==> config.mk <==
export PLATFORM = sky130hd
export DESIGN_NAME = parse_stage_ctrl
export DESIGN_NICKNAME = d
export VERILOG_FILES = /design/src/rtl/parse_pkg.sv /design/src/rtl/parse_sat_counter.sv /design/src/rtl/parse_stage_ctrl.sv
export SDC_FILE = /design/constraint.sdc
export NUM_CORES = 1
export LEC_CHECK = 0
export CAP_MARGIN = 15
export CORE_UTILIZATION = 49
export DETAILED_ROUTE_END_ITERATION = 10
export PLACE_DENSITY = 0.92
export SETUP_SLACK_MARGIN = 0.15
export SLEW_MARGIN = 0
export SYNTH_ARGS = -nofsm -noshare
export SYNTH_HDL_FRONTEND = slang
export SYNTH_SLANG_ARGS = --single-unit
==> constraint.sdc <==
create_clock -name clk -period 2.8 [get_ports clk]
set_input_delay 0.7 -clock clk [delete_from_list [all_inputs] [get_ports clk]]
set_output_delay 0.7 -clock clk [all_outputs]
set_load 0.005 [all_outputs]
==> src/rtl/parse_pkg.sv <==
// parse_pkg
//   Shared types and constants for the header parse sequencer:
//   sequencer state encoding, per-frame classification codes and the
//   protocol identifiers that steer the stage chain.
package parse_pkg;

    typedef enum logic [2:0] {
        ST_IDLE,
        ST_ETH,
        ST_IPV4,
        ST_L4,
        ST_DRAIN
    } state_t;

    typedef enum logic [1:0] {
        CLS_NON_IP   = 2'd0,
        CLS_OTHER_IP = 2'd1,
        CLS_UDP      = 2'd2,
        CLS_TCP      = 2'd3
    } res_class_t;

    localparam logic [15:0] ETHERTYPE_IPV4 = 16'h0800;
    localparam logic [7:0]  PROTO_TCP      = 8'd6;
    localparam logic [7:0]  PROTO_UDP      = 8'd17;

endpackage

==> src/rtl/parse_sat_counter.sv <==
// parse_sat_counter
//   Statistics counter that increments by one per cycle of inc and holds
//   at all-ones instead of wrapping.
// Ports:
//   clk    clock
//   rst_n  asynchronous active-low reset, clears count
//   inc    increment request
//   count  current count value
module parse_sat_counter #(
    parameter int unsigned WIDTH = 32
) (
    input  logic             clk,
    input  logic             rst_n,
    input  logic             inc,
    output logic [WIDTH-1:0] count
);

    always_ff @(posedge clk or negedge rst_n) begin
        if (!rst_n) begin
            count <= '0;
        end else if (inc && (count != '1)) begin
            count <= count + 1'b1;
        end
    end

endmodule

==> src/rtl/parse_stage_ctrl.sv <==
// parse_stage_ctrl
//   Frame-level sequencer for the Ethernet -> IPv4 -> UDP/TCP header parse
//   chain. Watches the ingress beat handshake, enables one parser stage at a
//   time from the stages' done strobes, flushes stage state after each frame
//   and presents one classification result per frame on a valid/ready port.
// Ports:
//   clk, rst_n                    clock, asynchronous active-low reset
//   s_tvalid, s_tlast, s_tready   ingress handshake (monitored; s_tready driven)
//   eth_done, eth_type            Ethernet stage completion and ethertype
//   ipv4_done, ipv4_proto,
//   ipv4_err                      IPv4 stage completion, protocol, header error
//   l4_done                       UDP/TCP stage completion
//   eth_en, ipv4_en, l4_en        one-hot stage enables
//   stage_flush                   1-cycle pulse after every frame end
//   res_valid, res_ready,
//   res_class, res_err            per-frame result handshake and payload
//   cnt_frames, cnt_errs          saturating statistics counters
module parse_stage_ctrl
    import parse_pkg::*;
#(
    parameter int unsigned DATA_WIDTH      = 64,
    parameter int unsigned STAGE_MAX_BEATS = 8,
    parameter int unsigned CNT_WIDTH       = 32
) (
    input  logic                 clk,
    input  logic                 rst_n,
    input  logic                 s_tvalid,
    input  logic                 s_tlast,
    output logic                 s_tready,
    input  logic                 eth_done,
    input  logic [15:0]          eth_type,
    input  logic                 ipv4_done,
    input  logic [7:0]           ipv4_proto,
    input  logic                 ipv4_err,
    input  logic                 l4_done,
    output logic                 eth_en,
    output logic                 ipv4_en,
    output logic                 l4_en,
    output logic                 stage_flush,
    output logic                 res_valid,
    input  logic                 res_ready,
    output logic [1:0]           res_class,
    output logic                 res_err,
    output logic [CNT_WIDTH-1:0] cnt_frames,
    output logic [CNT_WIDTH-1:0] cnt_errs
);

    // No data path lives here; the width only has to describe whole bytes.
    if ((DATA_WIDTH % 8) != 0) begin : g_width_check
        $error("parse_stage_ctrl: DATA_WIDTH must be a multiple of 8");
    end

    localparam int unsigned CW = $clog2(STAGE_MAX_BEATS + 1);

    state_t         state_q, state_d;
    res_class_t     cls_q, cls_d, res_class_q;
    logic           err_q, err_d;
    logic [CW-1:0]  cnt_q, cnt_d;
    logic           beat;
    logic           load;

    assign s_tready = !((state_q == ST_IDLE) && res_valid);
    assign beat     = s_tvalid && s_tready;

    assign eth_en    = (state_q == ST_ETH);
    assign ipv4_en   = (state_q == ST_IPV4);
    assign l4_en     = (state_q == ST_L4);
    assign res_class = res_class_q;

    always_ff @(posedge clk or negedge rst_n) begin
        if (!rst_n) begin
            state_q     <= ST_IDLE;
            cls_q       <= CLS_NON_IP;
            err_q       <= 1'b0;
            cnt_q       <= '0;
            res_valid   <= 1'b0;
            res_class_q <= CLS_NON_IP;
            res_err     <= 1'b0;
            stage_flush <= 1'b0;
        end else begin
            state_q     <= state_d;
            cls_q       <= cls_d;
            err_q       <= err_d;
            cnt_q       <= cnt_d;
            stage_flush <= load;
            if (load) begin
                res_valid   <= 1'b1;
                res_class_q <= cls_d;
                res_err     <= err_d;
            end else if (res_valid && res_ready) begin
                res_valid <= 1'b0;
            end
        end
    end

    always_comb begin
        state_d = state_q;
        cls_d   = cls_q;
        err_d   = err_q;
        cnt_d   = cnt_q;
        load    = 1'b0;

        unique case (state_q)
            ST_IDLE: begin
                if (beat) begin
                    cls_d = CLS_NON_IP;
                    err_d = 1'b0;
                    cnt_d = CW'(1);
                    if (s_tlast) begin
                        // Single-beat frame: Ethernet never got to finish.
                        err_d = 1'b1;
                        load  = 1'b1;
                    end else begin
                        state_d = ST_ETH;
                    end
                end
            end
            ST_ETH: begin
                if (eth_done) begin
                    cnt_d   = '0;
                    state_d = (eth_type == ETHERTYPE_IPV4) ? ST_IPV4 : ST_DRAIN;
                    cls_d   = (eth_type == ETHERTYPE_IPV4) ? CLS_OTHER_IP : CLS_NON_IP;
                end else if (beat) begin
                    cnt_d = cnt_q + 1'b1;
                    if (cnt_d == CW'(STAGE_MAX_BEATS)) begin
                        state_d = ST_DRAIN;
                        err_d   = 1'b1;
                    end
                end
            end
            ST_IPV4: begin
                if (ipv4_done) begin
                    cnt_d = '0;
                    if (ipv4_err) begin
                        state_d = ST_DRAIN;
                        cls_d   = CLS_OTHER_IP;
                        err_d   = 1'b1;
                    end else if (ipv4_proto == PROTO_UDP) begin
                        state_d = ST_L4;
                        cls_d   = CLS_UDP;
                    end else if (ipv4_proto == PROTO_TCP) begin
                        state_d = ST_L4;
                        cls_d   = CLS_TCP;
                    end else begin
                        state_d = ST_DRAIN;
                        cls_d   = CLS_OTHER_IP;
                    end
                end else if (beat) begin
                    cnt_d = cnt_q + 1'b1;
                    if (cnt_d == CW'(STAGE_MAX_BEATS)) begin
                        state_d = ST_DRAIN;
                        err_d   = 1'b1;
                    end
                end
            end
            ST_L4: begin
                if (l4_done) begin
                    cnt_d   = '0;
                    state_d = ST_DRAIN;
                end else if (beat) begin
                    cnt_d = cnt_q + 1'b1;
                    if (cnt_d == CW'(STAGE_MAX_BEATS)) begin
                        state_d = ST_DRAIN;
                        err_d   = 1'b1;
                    end
                end
            end
            ST_DRAIN: ;
            default: state_d = ST_IDLE;
        endcase

        // Frame end is resolved after the done decode above: only a frame that
        // already reached DRAIN is complete, anything else was truncated.
        if (beat && s_tlast && (state_q != ST_IDLE)) begin
            if (state_d != ST_DRAIN) begin
                err_d = 1'b1;
            end
            state_d = ST_IDLE;
            cnt_d   = '0;
            load    = 1'b1;
        end
    end

    parse_sat_counter #(.WIDTH(CNT_WIDTH)) u_cnt_frames (
        .clk   (clk),
        .rst_n (rst_n),
        .inc   (load),
        .count (cnt_frames)
    );

    parse_sat_counter #(.WIDTH(CNT_WIDTH)) u_cnt_errs (
        .clk   (clk),
        .rst_n (rst_n),
        .inc   (load && err_d),
        .count (cnt_errs)
    );

endmodule

# Yosys cells after proc, flatten, opt, wreduce, memory -nomap -nowiden
# Cells that the tools add are included.
# word_totals
output_inout_bits	73
regBits	79
# op_classes
reduce_logical	14
mux	44
addsub	3
n_eq_ne	12
# op_table
op	n
$add 32x1->32 const B	2
$ne 32x32->1 const B	2
$mux 3	12
$mux 4	6
$eq 16x12->1 const B	1
$mux 1	16
$pmux 4 s4	1
$pmux 3 s5	1
$mux 2	6
$eq 8x3->1 const B	1
$eq 8x5->1 const B	1
$logic_and 1x1->1	8
$eq 3x2->1 const B	2
$pmux 2 s3	1
$reduce_bool 5->1	1
$add 4x1->4 const B	1
$eq 4x4->1 const B	1
$pmux 1 s4	1
$eq 3x1->1 const B	1
$eq 3x3->1 const B	1
$logic_not 3->1	1
$ne 3x2->1 const B	1
$ne 3x3->1 const B	1
$reduce_bool 3->1	1
3 further kinds	3

# Logic depth before layout (Yosys ltp)
# depth
ltp_word	12
mapped_depth	10
ltp_nobuf	8

# Hierarchy
# From an unflattened synthesis, not the netlist that was laid out.
# hier_totals
cells_unflattened	423
hier_area_um2	4282.9
# modules_own_cells
mod	area_each_um2	instances	cells_per_inst
parse_sat_counter	1624.1	2	151
parse_stage_ctrl	1034.7	1	121

# Worst setup path after synthesis
# Ideal clock, no wire load.
# synth_path
kind	input to register
start	in eth_type[7]
end	reg u_cnt_errs.count[1]
arrival_time_ps	2751
stages	8
setup_ps	127
required_ps	2673
slack_ps	-78
cell_sequence	or4b_1 -> nor3_1 -> nand4_1 -> nor4b_1 -> a2111oi_2 -> a31oi_4 -> buf_6 -> mux2_1
# synth_between
elab_chain_len	9
# synth_rtl
item	line	source
start, declared	parse_stage_ctrl.sv:31	input logic [15:0] eth_type,
$eq 16x12->1	parse_stage_ctrl.sv:121	state_d = (eth_type == ETHERTYPE_IPV4) ? ST_IPV4 : ST_DRAIN;
$mux 3	parse_stage_ctrl.sv:121	
$mux 3	parse_stage_ctrl.sv:119	if (eth_done) begin
$pmux 3 s5	parse_stage_ctrl.sv:103	unique case (state_q)
$ne 3x3->1	parse_stage_ctrl.sv:175	if (state_d != ST_DRAIN) begin
$mux 1	parse_stage_ctrl.sv:175	
$mux 1	parse_stage_ctrl.sv:174	if (beat && s_tlast && (state_q != ST_IDLE)) begin
$logic_and 1x1->1	parse_stage_ctrl.sv:194	.inc (load && err_d),
$logic_and 1x1->1	parse_sat_counter.sv:21	end else if (inc && (count != '1)) begin
end signal, assigned	parse_sat_counter.sv:22	count <= count + 1'b1;
end, declared	parse_sat_counter.sv:15	output logic [WIDTH-1:0] count
# No other way between the ends.
# A chain may end at the register's enable or synchronous reset.

# Worst setup path in the final report
# layout_path
start	in eth_type[8]
end	reg u_cnt_errs.count[25]
# The elaborated chain is that of the path after synthesis.

==> impl_results.md <==
- Outcome: finished, violations left
- Failing checks: setup timing
- First-pass GRT wire length: 17.57 mm
- Max Clock Skew: 0.01175 ns
- Most Used Layer, Global Route: met2
- CP bufs+invs: 5
- Post-synth top flop: dfrtp_1
- CP startpoint kind: input pin
- Critical-path top delay cell: clkdlybuf4s50_1
- First-pass DRT Iterations: 5
- Final Critical Period: 2.943 ns
- I/O pin cnt: 106
- Worst setup EP type: flop
- Synth Cell Area: 4005 µm²
- DR vias: 3,736
- Grt met3 use: 4.187%
- Worst hold path type: input pin to async pin
- Longest Clk Path Bufs: 2
- Initial Util: 51.30%
- Syn_nets: 426
- Pwr Total: 3407 µW
- Layout area overhead: 48.58%
- Clock sinks: 79
- Post-synthesis sequential area ratio: 49.36%
- Synth Area in Simple Gates: 24.59%
- Tcrit/Tclk final: 105.1%
- Critical path arrival: 3.17 ns
- FF+latch count, synth: 79
- Max FO, Critical Path: 7
- Worst-Margin Slew: 0.6699 ns
- GPL Wtd Cong: 0.9423
- Drt wl/cell: 17.32 µm
- VDD IR-drop max: 0.4343 mV
- FP Rows: 32
- CTS tree: yes
- GR Util met2: 45.56%
- Core Box Area: 7807 µm²
- Tot GR Track Use: 25.84%
- I/O Buffers: 105
- Initial DRC Count: 201
- Detail-routed via count per cell: 5.774
- Syn Inst Count: 390
- Worst path setup slack after routing: -0.1432 ns
- Unique masters post-synth: 52
- Worst stage delay on the critical path: 0.41 ns
- Yosys warning count: 0
- Routing usage on met1: 31.70%
- Final Hold Violating Endpoints: 0
- Most frequent cells in the layout: 97 x clkdlybuf4s50_1, 79 x dfrtp_1, 47 x xnor2_1, 40 x buf_4, 34 x nand2_1
- Final Core Density: 76.22%
- Hold-fix buffers at CTS: 0
- Slew HR: 55.34%
- Post-synth EDFFs: 0
- Setup Crit Path Kind: input pin to flop
- Die ar.: 8540 µm²
- Antenna Nets Post-Route: 0
- Syn Area/Cell: 10.27 µm²
- Largest net degree at the start of global routing: 54
- Final setup viols: 23
- Initial antenna violation count: 0
- Via count of the first global-routing pass: 3,712
- Most common cell after layout, fill and taps aside: clkdlybuf4s50_1
- CTS buffer count: 9
- Layout Nets: 576
- Clk root buf: clkbuf_8
- Synth Area in Compound Gates: 8.029%
- Xor-xnor portion of the synthesized cell area: 13.56%
- CP required: 3.03 ns
- CP delay by family, top: simple AND/OR/NAND/NOR gates
- DP HPWL: 7.356 mm
- Mux contribution to synthesized area: 0.5623%
- Clock transition at path regs: 0.09 ns
- GRT overflow: 0
- Die height: 92.41 µm
- Cell breakdown of the critical path: clkdlybuf4s50_1 > nor4b_1 > nand4_1 > buf_4 > nor4b_4 > a2111oi_4 > a31oi_4 > buf_6 > buf_12 > buf_12 > nand4_1 > xnor2_1
- F_max: 0.3398 GHz
- Post-Route WL: 11.20 mm
- Worst skew pair latency: 0.34 ns
- Leakage power: 0.002582 µW
- Adder-cell area share of the yosys netlist: 0.9372%
- Final Max Tran Viols: 0
- Max cap viols: 0
- Post-synth ARST share: 100.0%
- Die width: 92.41 µm
- Unrepaired setup endpoints after global routing: true
- Htree depth: 3
- Share of layout cells above drive strength 1: 18.53%
- Drc violations: 0
- Largest family of logic cells by synthesized area: simple AND/OR/NAND/NOR gates
- Setup WS pre-CTS: -0.4550 ns
- Ant. Diodes: 0
- Pwr/cell area: 572.5 nW/µm²
-- power by group --
group | internal (µW) | switching, µW
clock | 425 | 452
combinational | 574 | 540
sequential | 1260 | 158
-- area by class of cell --
class,count,area (µm²)
Fill cell,502,1857
Clock inverter,7,80.08
Tap cell,102,127.6
Multi-Input combinational cell,288,2081
Inverter,8,30.03
Clock buffer,9,123.9
Timing Repair Buffer,154,1531
Sequential cell,79,1977
-- state kept, by name (all words and copies together) (netlist names), 2 cells and up --
register / flops
u_cnt_frames.count: 32
res_class: 2
cls_q: 2
cnt_q: 4
u_cnt_errs.count: 32
state_q: 3
-- metrics by stage --
| step | TNS, ns | area (µm²) | hold WS [ns] | cells |
|---|---|---|---|---|
| 3_3_place_gp | -10.73 | 5398 | 0.4701 | 612 |
| 3_5_place_dp | -13.32 | 5398 | 0.4720 | 612 |
| 5_1_grt | -6.477 | 5951 | 0.4320 | 647 |
| 4_1_cts | 0 | 5822 | 0.4027 | 641 |
| 6_report | -1.684 | 5951 | 0.3804 | 647 |
| 2_1_floorplan | 0 | 4054 | 0.4044 | 390 |
-- repair_timing --
item | 4_1_cts | 5_1_grt
cloned | 3 | 0
pin swaps | 16 | 20
setup endpoints to repair | 32 | 41
resized for setup | 24 | 15
buffers inserted | 10 | 6
-- worst paths after layout --
kind	start	to	slack (ns)	cells after the start
max in group asynchronous	rst_n	u_cnt_frames.count[9]	1.82	2
min	rst_n	u_cnt_errs.count[19]	0.38	1
min in group clk	u_cnt_errs.count[9]	u_cnt_errs.count[9]	0.48	1
max	eth_type[8]	u_cnt_errs.count[25]	-0.14	12
max reg2reg	state_q[2]	u_cnt_errs.count[25]	-0.05	12
min reg2reg	u_cnt_errs.count[9]	u_cnt_errs.count[9]	0.48	1
-- synthesized netlist by cell type, types with 3 or more instances --
| master | number | area share (%) |
|---|---|---|
| nor2_1 | 19 | 1.8 |
| clkbuf_1 | 9 | 0.84 |
| and4_1 | 4 | 0.87 |
| nor2b_1 | 3 | 0.47 |
| dfrtp_1 | 79 | 49 |
| inv_1 | 7 | 0.66 |
| nor4b_1 | 5 | 1.1 |
| xnor2_1 | 50 | 11 |
| ha_1 | 3 | 0.94 |
| o21ai_0 | 10 | 1.2 |
| a21oi_1 | 15 | 1.9 |
| and2_1 | 5 | 0.78 |
| nor4_1 | 4 | 0.62 |
| nand3_1 | 22 | 2.7 |
| nand4_1 | 28 | 4.4 |
| a31oi_1 | 3 | 0.47 |
| xor2_1 | 12 | 2.6 |
| buf_6 | 4 | 1.1 |
| nor3_1 | 7 | 0.87 |
| nand2b_1 | 6 | 0.94 |
| and3_1 | 20 | 3.1 |
| a211oi_1 | 3 | 0.56 |
| nand2_1 | 36 | 3.4 |
-- metal layers --
layer	wire [µm]	share of wire (%)
met2	5797	52
met1	4575	41
met4	241	2.2
met3	588	5.2
met5	0	0
-- cell families after synthesis --
family | count (synthesis)
flops | 79
mux | 2
buf+inv | 23
xor+xnor | 62
compound gates | 47
simple gates | 174
fa+ha+maj | 3
(Power assumes the default switching activity.)
